===== src/rtl/pos_pkg.sv =====
// Shared constants and types for the axis position update scheduler.
// Optional SATURATE_EN build macro clamps overflowing results.
package pos_pkg;
  localparam int DEF_WIDTH = 16;

  localparam logic [1:0] AXIS_X = 2'd0;
  localparam logic [1:0] AXIS_Y = 2'd1;
  localparam logic [1:0] AXIS_Z = 2'd2;

  localparam logic MODE_ADD = 1'b0;
  localparam logic MODE_SUB = 1'b1;

  typedef enum logic [1:0] {
    IDLE,
    EXEC,
    WB
  } state_t;
endpackage


===== src/rtl/rr_arbiter3.sv =====
// Combinational 3-way round-robin arbiter; search starts after last.
module rr_arbiter3
  import pos_pkg::*;
(
  input  logic [2:0] pending,
  input  logic [1:0] last,
  output logic [2:0] grant
);
  logic [2:0] rot;
  logic [2:0] pick;

  // rot[0] is the highest-priority axis for this pointer
  always_comb begin
    rot   = pending;
    grant = '0;
    pick  = '0;
    unique case (last)
      AXIS_X: begin
        rot   = {pending[0], pending[2], pending[1]};
        pick  = rot & (~rot + 3'd1);
        grant = {pick[1], pick[0], pick[2]};
      end
      AXIS_Y: begin
        rot   = {pending[1], pending[0], pending[2]};
        pick  = rot & (~rot + 3'd1);
        grant = {pick[0], pick[2], pick[1]};
      end
      default: begin
        rot   = pending;
        pick  = rot & (~rot + 3'd1);
        grant = pick;
      end
    endcase
  end
endmodule


===== src/rtl/axis_update_scheduler.sv =====
// Shares one external add/sub unit among X/Y/Z position updates.
// Build macro SATURATE_EN clamps overflowing results to signed limits.
module axis_update_scheduler
  import pos_pkg::*;
#(
  parameter int WIDTH = DEF_WIDTH
) (
  input  logic             clk,
  input  logic             rst_n,
  input  logic [2:0]       req,
  input  logic [2:0]       dir,
  input  logic [WIDTH-1:0] vel_x,
  input  logic [WIDTH-1:0] vel_y,
  input  logic [WIDTH-1:0] vel_z,
  input  logic             load,
  input  logic [1:0]       load_axis,
  input  logic [WIDTH-1:0] load_value,
  input  logic             clr_ovf,
  output logic             as_mode,
  output logic [WIDTH-1:0] as_a,
  output logic [WIDTH-1:0] as_b,
  output logic             as_cin,
  input  logic [WIDTH-1:0] as_sum,
  input  logic             as_cout,
  output logic [WIDTH-1:0] pos_x,
  output logic [WIDTH-1:0] pos_y,
  output logic [WIDTH-1:0] pos_z,
  output logic [2:0]       ack,
  output logic             busy,
  output logic [2:0]       ovf
);
  localparam int MSB = WIDTH - 1;

  state_t           state_q, state_d;
  logic [2:0]       pend_q, req_eff, gnt, ovf_q;
  logic [1:0]       last_q, g_q, g_sel;
  logic             op_dir, sel_dir, of, load_hit, wb_now;
  logic [WIDTH-1:0] op_a, op_b, sel_pos, sel_vel, beff, wr_val;
  logic [WIDTH-1:0] pos_q [3];
  logic             unused_cout;

  assign req_eff = pend_q | req;

  rr_arbiter3 u_arb (
    .pending (req_eff),
    .last    (last_q),
    .grant   (gnt)
  );

  always_comb begin
    g_sel   = AXIS_X;
    sel_pos = pos_q[0];
    sel_vel = vel_x;
    sel_dir = dir[0];
    unique case (1'b1)
      gnt[1]: begin
        g_sel   = AXIS_Y;
        sel_pos = pos_q[1];
        sel_vel = vel_y;
        sel_dir = dir[1];
      end
      gnt[2]: begin
        g_sel   = AXIS_Z;
        sel_pos = pos_q[2];
        sel_vel = vel_z;
        sel_dir = dir[2];
      end
      default: ;
    endcase
  end

  always_comb begin
    state_d = state_q;
    unique case (state_q)
      IDLE:    if (|req_eff) state_d = EXEC;
      EXEC:    state_d = WB;
      WB:      state_d = IDLE;
      default: state_d = IDLE;
    endcase
  end

  assign wb_now   = (state_q == EXEC);
  assign beff     = op_b ^ {WIDTH{op_dir == MODE_SUB}};
  assign of       = (op_a[MSB] == beff[MSB]) && (as_sum[MSB] != op_a[MSB]);
  assign load_hit = load && (load_axis == g_q);

`ifdef SATURATE_EN
  // both operands non-negative means the overflow went positive
  assign wr_val = !of ? as_sum :
                  op_a[MSB] ? {1'b1, {MSB{1'b0}}} : {1'b0, {MSB{1'b1}}};
`else
  assign wr_val = as_sum;
`endif

  always_ff @(posedge clk or negedge rst_n) begin
    if (!rst_n) begin
      state_q <= IDLE;
      pend_q  <= '0;
      last_q  <= AXIS_Z;
      g_q     <= AXIS_X;
      op_dir  <= MODE_ADD;
      op_a    <= '0;
      op_b    <= '0;
    end else begin
      state_q <= state_d;
      if (state_q == IDLE && |req_eff) begin
        g_q    <= g_sel;
        op_dir <= sel_dir;
        op_a   <= sel_pos;
        op_b   <= sel_vel;
      end
      if (state_q == WB) last_q <= g_q;
      pend_q <= (pend_q & ~ack) | req;
    end
  end

  always_ff @(posedge clk or negedge rst_n) begin
    if (!rst_n) begin
      for (int i = 0; i < 3; i++) pos_q[i] <= '0;
      ovf_q <= '0;
    end else begin
      for (int i = 0; i < 3; i++) begin
        if (load && load_axis == 2'(i))
          pos_q[i] <= load_value;
        else if (wb_now && g_q == 2'(i))
          pos_q[i] <= wr_val;
        if (wb_now && g_q == 2'(i) && of && !load_hit)
          ovf_q[i] <= 1'b1;
        else if (clr_ovf)
          ovf_q[i] <= 1'b0;
      end
    end
  end

  assign ack         = (state_q == WB) ? 3'(3'b001 << g_q) : 3'b000;
  assign busy        = (state_q != IDLE);
  assign ovf         = ovf_q;
  assign as_mode     = op_dir;
  assign as_cin      = op_dir;
  assign as_a        = op_a;
  assign as_b        = op_b;
  assign pos_x       = pos_q[AXIS_X];
  assign pos_y       = pos_q[AXIS_Y];
  assign pos_z       = pos_q[AXIS_Z];
  assign unused_cout = as_cout;
endmodule


===== config.mk =====
export PLATFORM = sky130hd
export DESIGN_NAME = axis_update_scheduler
export DESIGN_NICKNAME = d
export VERILOG_FILES = /design/src/rtl/pos_pkg.sv /design/src/rtl/rr_arbiter3.sv /design/src/rtl/axis_update_scheduler.sv
export SDC_FILE = /design/constraint.sdc
export NUM_CORES = 1
export LEC_CHECK = 0
export ABC_AREA = 1
export BUFFER_PORTS_ARGS = -buffer_cell sky130_fd_sc_hd__buf_2
export CAP_MARGIN = 20
export CELL_PAD_IN_SITES_DETAIL_PLACEMENT = 1
export CELL_PAD_IN_SITES_GLOBAL_PLACEMENT = 1
export CORE_ASPECT_RATIO = 1.75
export CORE_MARGIN = 2
export CORE_UTILIZATION = 36
export CTS_BUF_LIST = sky130_fd_sc_hd__clkbuf_8
export CTS_CLUSTER_SIZE = 8
export DETAILED_ROUTE_END_ITERATION = 7
export GPL_TIMING_DRIVEN = 0
export PLACE_DENSITY = 0.93
export SLEW_MARGIN = 20
export SYNTH_ARGS = -nofsm -noshare
export SYNTH_HDL_FRONTEND = slang
export SYNTH_SLANG_ARGS = --single-unit

===== constraint.sdc =====
create_clock -name clk -period 1.57 [get_ports clk]
set_input_delay 0.157 -clock clk [delete_from_list [all_inputs] [get_ports clk]]
set_output_delay 0.157 -clock clk [all_outputs]
set_load 0.02 [all_outputs]

# Word level (Yosys, flattened, before mapping)

Index checks and enable logic that the tools add are counted.

$add $sub $neg: 3
Equal/unequal tests: 11
Shifts and indexed selects: 1
Muxes and demuxes: 18
Bitwise gates (word level): 11
Reduce and logical (&&, ||, !) cells: 28

Operators with widths:

| operator            | number |
|---|---|
| $mux 16             | 6 |
| $pmux 16 s2         | 2 |
| $xor 16x16->16      | 1 |
| $logic_and 1x1->1   | 15 |
| $reduce_bool 2->1   | 7 |
| $and 3x3->3         | 4 |
| $not 3->3           | 4 |
| $add 3x1->3 const B | 3 |
| $eq 2x1->1 const B  | 4 |
| $logic_not 2->1     | 4 |
| $pmux 2 s2          | 2 |
| $eq 2x2->1 const B  | 3 |
| $or 3x3->3          | 2 |
| $pmux 3 s2          | 1 |
| $mux 1              | 4 |
| $mux 3              | 1 |
| $reduce_or 3->1     | 1 |
| $shl 1x2->3 const A | 1 |
| $eq 2x2->1          | 1 |
| $mux 2              | 1 |
| $ne 2x1->1 const B  | 1 |
| $pmux 1 s2          | 1 |
| $eq 1x1->1          | 1 |
| $logic_not 1->1     | 1 |
| $ne 1x1->1          | 1 |

Register bits: 93
Input bits: 93
Output and inout bits: 89
Logic and storage cells: 85

# Depth between registers and ports, before layout

Word-level depth: 6
Gate-level depth with buffers: 10
Mapped depth without buffers: 9

# By module

From an unflattened synthesis, not the netlist that was laid out.

Cells, all modules: 714
Area, all modules: 4,911.0 µm²

Modules (own cells, without submodules):

| module                | times used | cells an instance | area each (µm²) | sequential area each (µm²) |
|---|---|---|---|---|
| axis_update_scheduler | 1          | 698               | 4,847.1         | 2,328.5 |
| rr_arbiter3           | 1          | 16                | 63.8            | 0.0 |

# Worst setup path before layout

No wires, ideal clock.

Path type: register -> register
From: reg state_q[0]
To: reg pend_q[0]
Setup time: 0.152 ns
Data arrival time: 1.265 ns
Required time: 1.418 ns
Path slack: 0.152 ns
Stages on the path, launching flop included: 5
Path buffers: 0
Clock period less this slack: 1.418 ns
Path through: dfrtp_1 nor2_1 inv_1 nor3_1 o21ai_0

Word-level cells in the longest chain between the ends: 5

Ends and longest elaborated chain:

| item                   | line                         | RTL |
|---|---|---|
| start, declared        | axis_update_scheduler.sv:34  | `state_t state_q, state_d;` |
| start signal, assigned | axis_update_scheduler.sv:105 | `state_q <= state_d;` |
| $eq 2x2->1             | axis_update_scheduler.sv:135 | `assign ack = (state_q == WB) ? 3'(3'b001 << g_q) : 3'b000;` |
| $mux 3                 | axis_update_scheduler.sv:135 |  |
| named net ack[0]       | axis_update_scheduler.sv:28  | `output logic [2:0] ack,` |
| $not 3->3              | axis_update_scheduler.sv:113 | `pend_q <= (pend_q & ~ack) \| req;` |
| $and 3x3->3            | axis_update_scheduler.sv:113 |  |
| $or 3x3->3             | axis_update_scheduler.sv:113 |  |
| end signal, assigned   | axis_update_scheduler.sv:113 |  |
| end, declared          | axis_update_scheduler.sv:35  | `logic [2:0] pend_q, req_eff, gnt, ovf_q;` |

The timed path passes the listed nets, and every way through them passes these cells.
A chain may end at the register's enable or synchronous reset.

# Worst setup path after layout

From: reg state_q[1]
To: out ack[2]

Word-level cells in the longest chain between the ends: 2

Ends and longest elaborated chain:

| item          | line |
|---|---|
| $eq 2x2->1    | axis_update_scheduler.sv:135 |
| $mux 3        | axis_update_scheduler.sv:135 |
| end, declared | axis_update_scheduler.sv:28 |

Every way passes these cells.

==> impl_metrics.env <==
export IMPL_numCtsBuffers=9
export IMPL_place_hpwl_um=15400
export IMPL_areaGrowthSynthToFinish_pct=34.0
export IMPL_timing_critical_path_max_delay_family="simple AND/OR/NAND/NOR gates"
export IMPL_max_cap_violations=0
export IMPL_fin_nets=953
export IMPL_synth_nets=750
export IMPL_drt_antenna_violating_nets=0
export IMPL_critical_path_max_stage_delay_ps=380
export IMPL_timing_max_slew_rel_slack_pct=57.9
export IMPL_grt_pass1_wl_um=31900
export IMPL_synth_top_family_by_area="simple AND/OR/NAND/NOR gates"
export IMPL_post_synth_inst_count=657
export IMPL_worstHoldPathType="primary input to register"
export IMPL_timing_critical_path_fanout_max=4
export IMPL_number_of_global_route_vias_before_repair=6084
export IMPL_synth_mux_area_fraction_pct=0
export IMPL_final_period_utilization_pct=97.6
export IMPL_place_port_buffers=178
export IMPL_cells_along_the_critical_path="inv_2, nor2_4, nand2_1, nor2_2, buf_6"
export IMPL_cts_htree_levels=3
export IMPL_die_w_um=93.6
export IMPL_ff_latch_area_mm2=0.00233
export IMPL_required_ps=1410
export IMPL_synth_cell_area_mm2=0.00506
export IMPL_pwr_cell_area_mw_per_mm2=2250
export IMPL_tritoncts="yes"
export IMPL_worst_skew_pair_late_latency_ps=380
export IMPL_final_period_minus_worst_setup_slack_ps=1530
export IMPL_coreArea_mm2=0.0138
export IMPL_die_y_um=161
export IMPL_dr_pass1_iters=5
export IMPL_setup_violations=0
export IMPL_worst_clock_skew_ps=13.6
export IMPL_clock_fmax_mhz=652
export IMPL_fp_row_count=57
export IMPL_setup_tns_ps=0
export IMPL_cp_start_kind="register"
export IMPL_worst_setup_path_end_kind="output pin"
export IMPL_wl_per_cell_um=20.2
export IMPL_route_final_wire_length_um=21100
export IMPL_critical_path_class="register to output pin"
export IMPL_cp_num_buf_inv=2
export IMPL_cp_data_arrival_time_ps=1380
export IMPL_vdd_ir_drop_max_mv=0.889
export IMPL_numClockSinks=93
export IMPL_run_status="completed"
export IMPL_compound_cell_area_share_of_the_yosys_netlist_pct=11.1
export IMPL_dieArea_mm2=0.0150
export IMPL_drt_first_iter_violations=390
export IMPL_grt_start_max_net_pins=65
export IMPL_boundaryPins=182
export IMPL_adder_cell_area_share_of_the_yosys_netlist_pct=0
export IMPL_vias=5799
export IMPL_synth_yosys_warnings=0
export IMPL_drcViolationCount=0
export IMPL_timing_final_max_slew_violations=0
export IMPL_number_of_antenna_violations_at_the_first_check_in_global_routing=1
export IMPL_hold_worst_slack_ps=27.6
export IMPL_hold_viol=0
export IMPL_synth_xor_area_share_pct=0.173
export IMPL_initial_core_util_pct=36.5
export IMPL_final_fill_count=1805
export IMPL_place_congestion=0.890
export IMPL_detailedPlace_worstSlack_ps=-261
export IMPL_timing_final_ws_setup_ps=37.0
export IMPL_register_area_share_after_synthesis_pct=46.1
export IMPL_rsz0062_at_grt="true"
export IMPL_worst_slew_pin_transition_ps=631
export IMPL_clockBufferDepth=2
export IMPL_number_of_synthesized_register_bits=93
export IMPL_vias_per_cell=5.55
export IMPL_cp_slowest_cell="sky130_fd_sc_hd__dfrtp_1"
export IMPL_reg_clk_slew_reported_paths_ps=90
export IMPL_leakagePower_uw=0.00336
export IMPL_grt_ovfl_total=0
export IMPL_synthSimpleGateAreaFrac_pct=34.3
export IMPL_grtUsageTotal_pct=27.6
export IMPL_post_synth_cell_area_avg_um2=7.70
export IMPL_distinct_cells_synth=29
export IMPL_combined_area_of_the_multi_input_logic_cells_mm2=0.00241
export IMPL_layout_drive_gt1_share_pct=33.1
export IMPL_cts_root_buffer_cell="sky130_fd_sc_hd__clkbuf_8"
[stage by stage]
stage                     std cells  cell area [um2]  util (%)  total power [uW]
after floorplan                 657             5060         -              9570
after global placement         1012             6170      44.6             12300
after detailed placement       1013             6200      44.8             12600
after CTS                      1036             6560      47.4             14800
after global routing           1043             6770      48.9             16200
final                          1045             6780      49.0             15200
[cells by family (layout without fill, tap and decap cells)]
logic type,count (synthesis),after routing
AOI/OAI and AO/OA,110,110
buffers and inverters,86,294
other,0,3
and+or+nand+nor,367,367
xor gates and xnor gates,1,1
DFF,93,93
[area by class of cell]
class / instances / share of cell area [%]
Inverter: 36 / 2.11
Buffer: 49 / 5.58
Antenna cell: 3 / 0.111
Multi-Input combinational cell: 478 / 35.6
Clock buffer: 9 / 1.83
Timing Repair Buffer: 193 / 15.8
Clock inverter: 7 / 1.35
Tap cell: 177 / 3.27
Sequential cell: 93 / 34.4
[where the power goes]
group          internal [uW]  leakage, uW  switching, uW  total [uW]
sequential              3590      0.00109            947        4540
clock                    893     0.000114            928        1820
combinational           3100      0.00215           5750        8850
total                   7590      0.00336           7620       15200
[state kept, by name (all words and copies together), names as in the netlist]
signal   count
ovf          3
as_b        16
as_a        16
pos_y       16
as_cin       1
pos_z       16
pos_x       16
pend_q       3
g_q          2
last_q       2
state_q      2
[synth_stat cells (all sizes together)]
cell type  count  area [um2]
a21oi         49         245
buf           33         223
clkbuf        17        63.8
dfrtp         92        2300
dfstp          1        26.3
inv           36         138
nand2        128         513
nand3         43         238
nand4         87         544
nor2         104         393
nor3           4        41.3
o21ai         57         289
o22ai          4        25.0
or2            1        6.26
xor2           1        8.76
[metal layers]
layer	up-vias	routed length, um	track usage [%]
met1	2789	7600	30.6
met2	273	11200	49.1
met3	83	1260	4.32
met4	0	1110	15.5
li1	2654	-	-
met5	-	0	0
[final timing paths]
kind / from / to / slack (ps) / cells past startpoint
min reg2reg: as_a[8]$_DFFE_PN0P_ / as_a[8]$_DFFE_PN0P_ / 490 / 2
max in group asynchronous: rst_n / as_a[15]$_DFFE_PN0P_ / 670 / 3
min in group asynchronous: rst_n / as_a[13]$_DFFE_PN0P_ / 240 / 2
min: req[0] / pend_q[0]$_DFF_PN0_ / 30 / 3
max reg2reg: g_q[0]$_DFFE_PN0P_ / pos_y[10]$_DFFE_PN0P_ / 40 / 7
max: state_q[1]$_DFFE_PN0P_ / ack[2] / 40 / 5
[cells in the final DEF (no fill, tap or decap), types with 2 or more instances in the layout]
cell type                       count
sky130_fd_sc_hd__nand3_1           39
sky130_fd_sc_hd__o22ai_1            4
sky130_fd_sc_hd__nor3_4             4
sky130_fd_sc_hd__nor2_2             5
sky130_fd_sc_hd__clkbuf_4           4
sky130_fd_sc_hd__dfrtp_1           91
sky130_fd_sc_hd__clkbuf_8           9
sky130_fd_sc_hd__clkinv_2           2
sky130_fd_sc_hd__buf_8              5
sky130_fd_sc_hd__diode_2            3
sky130_fd_sc_hd__inv_1             26
sky130_fd_sc_hd__nand2_2            3
sky130_fd_sc_hd__inv_2              8
sky130_fd_sc_hd__nor2_1            97
sky130_fd_sc_hd__buf_6             15
sky130_fd_sc_hd__dlygate4sd3_1      2
sky130_fd_sc_hd__nand2_8            2
sky130_fd_sc_hd__inv_4              3
sky130_fd_sc_hd__bufinv_16          2
sky130_fd_sc_hd__buf_2            180
sky130_fd_sc_hd__nand3_2            3
sky130_fd_sc_hd__clkinv_4           2
sky130_fd_sc_hd__buf_4             18
sky130_fd_sc_hd__o21ai_2            2
sky130_fd_sc_hd__nand2_1          118
sky130_fd_sc_hd__nor2_4             2
sky130_fd_sc_hd__o21ai_1           26
sky130_fd_sc_hd__clkbuf_2           5
sky130_fd_sc_hd__o21ai_0           29
sky130_fd_sc_hd__a21oi_1           48
sky130_fd_sc_hd__nand4_1           87
sky130_fd_sc_hd__clkbuf_1          10
sky130_fd_sc_hd__nand2_4            5
[worst reg2reg max path, stage by stage (launching register included)]
cell and delay, ps:
sky130_fd_sc_hd__dfrtp_1 350, sky130_fd_sc_hd__buf_6 150, sky130_fd_sc_hd__inv_1 100, sky130_fd_sc_hd__nor3_4 220, sky130_fd_sc_hd__inv_2 110, sky130_fd_sc_hd__clkbuf_4 220
sky130_fd_sc_hd__o21ai_0 190, sky130_fd_sc_hd__a21oi_1 90
[what timing repair did]
item                                    CTS  global route
gates cloned                              0             1
endpoints found under the setup margin   71            72
gates resized for setup                  28            52
buffers inserted                          6             5
hold buffers                              2             0
pin swaps                                 2            11
hold endpoints to repair                 32             0
Power figures use the tool's default switching activity.
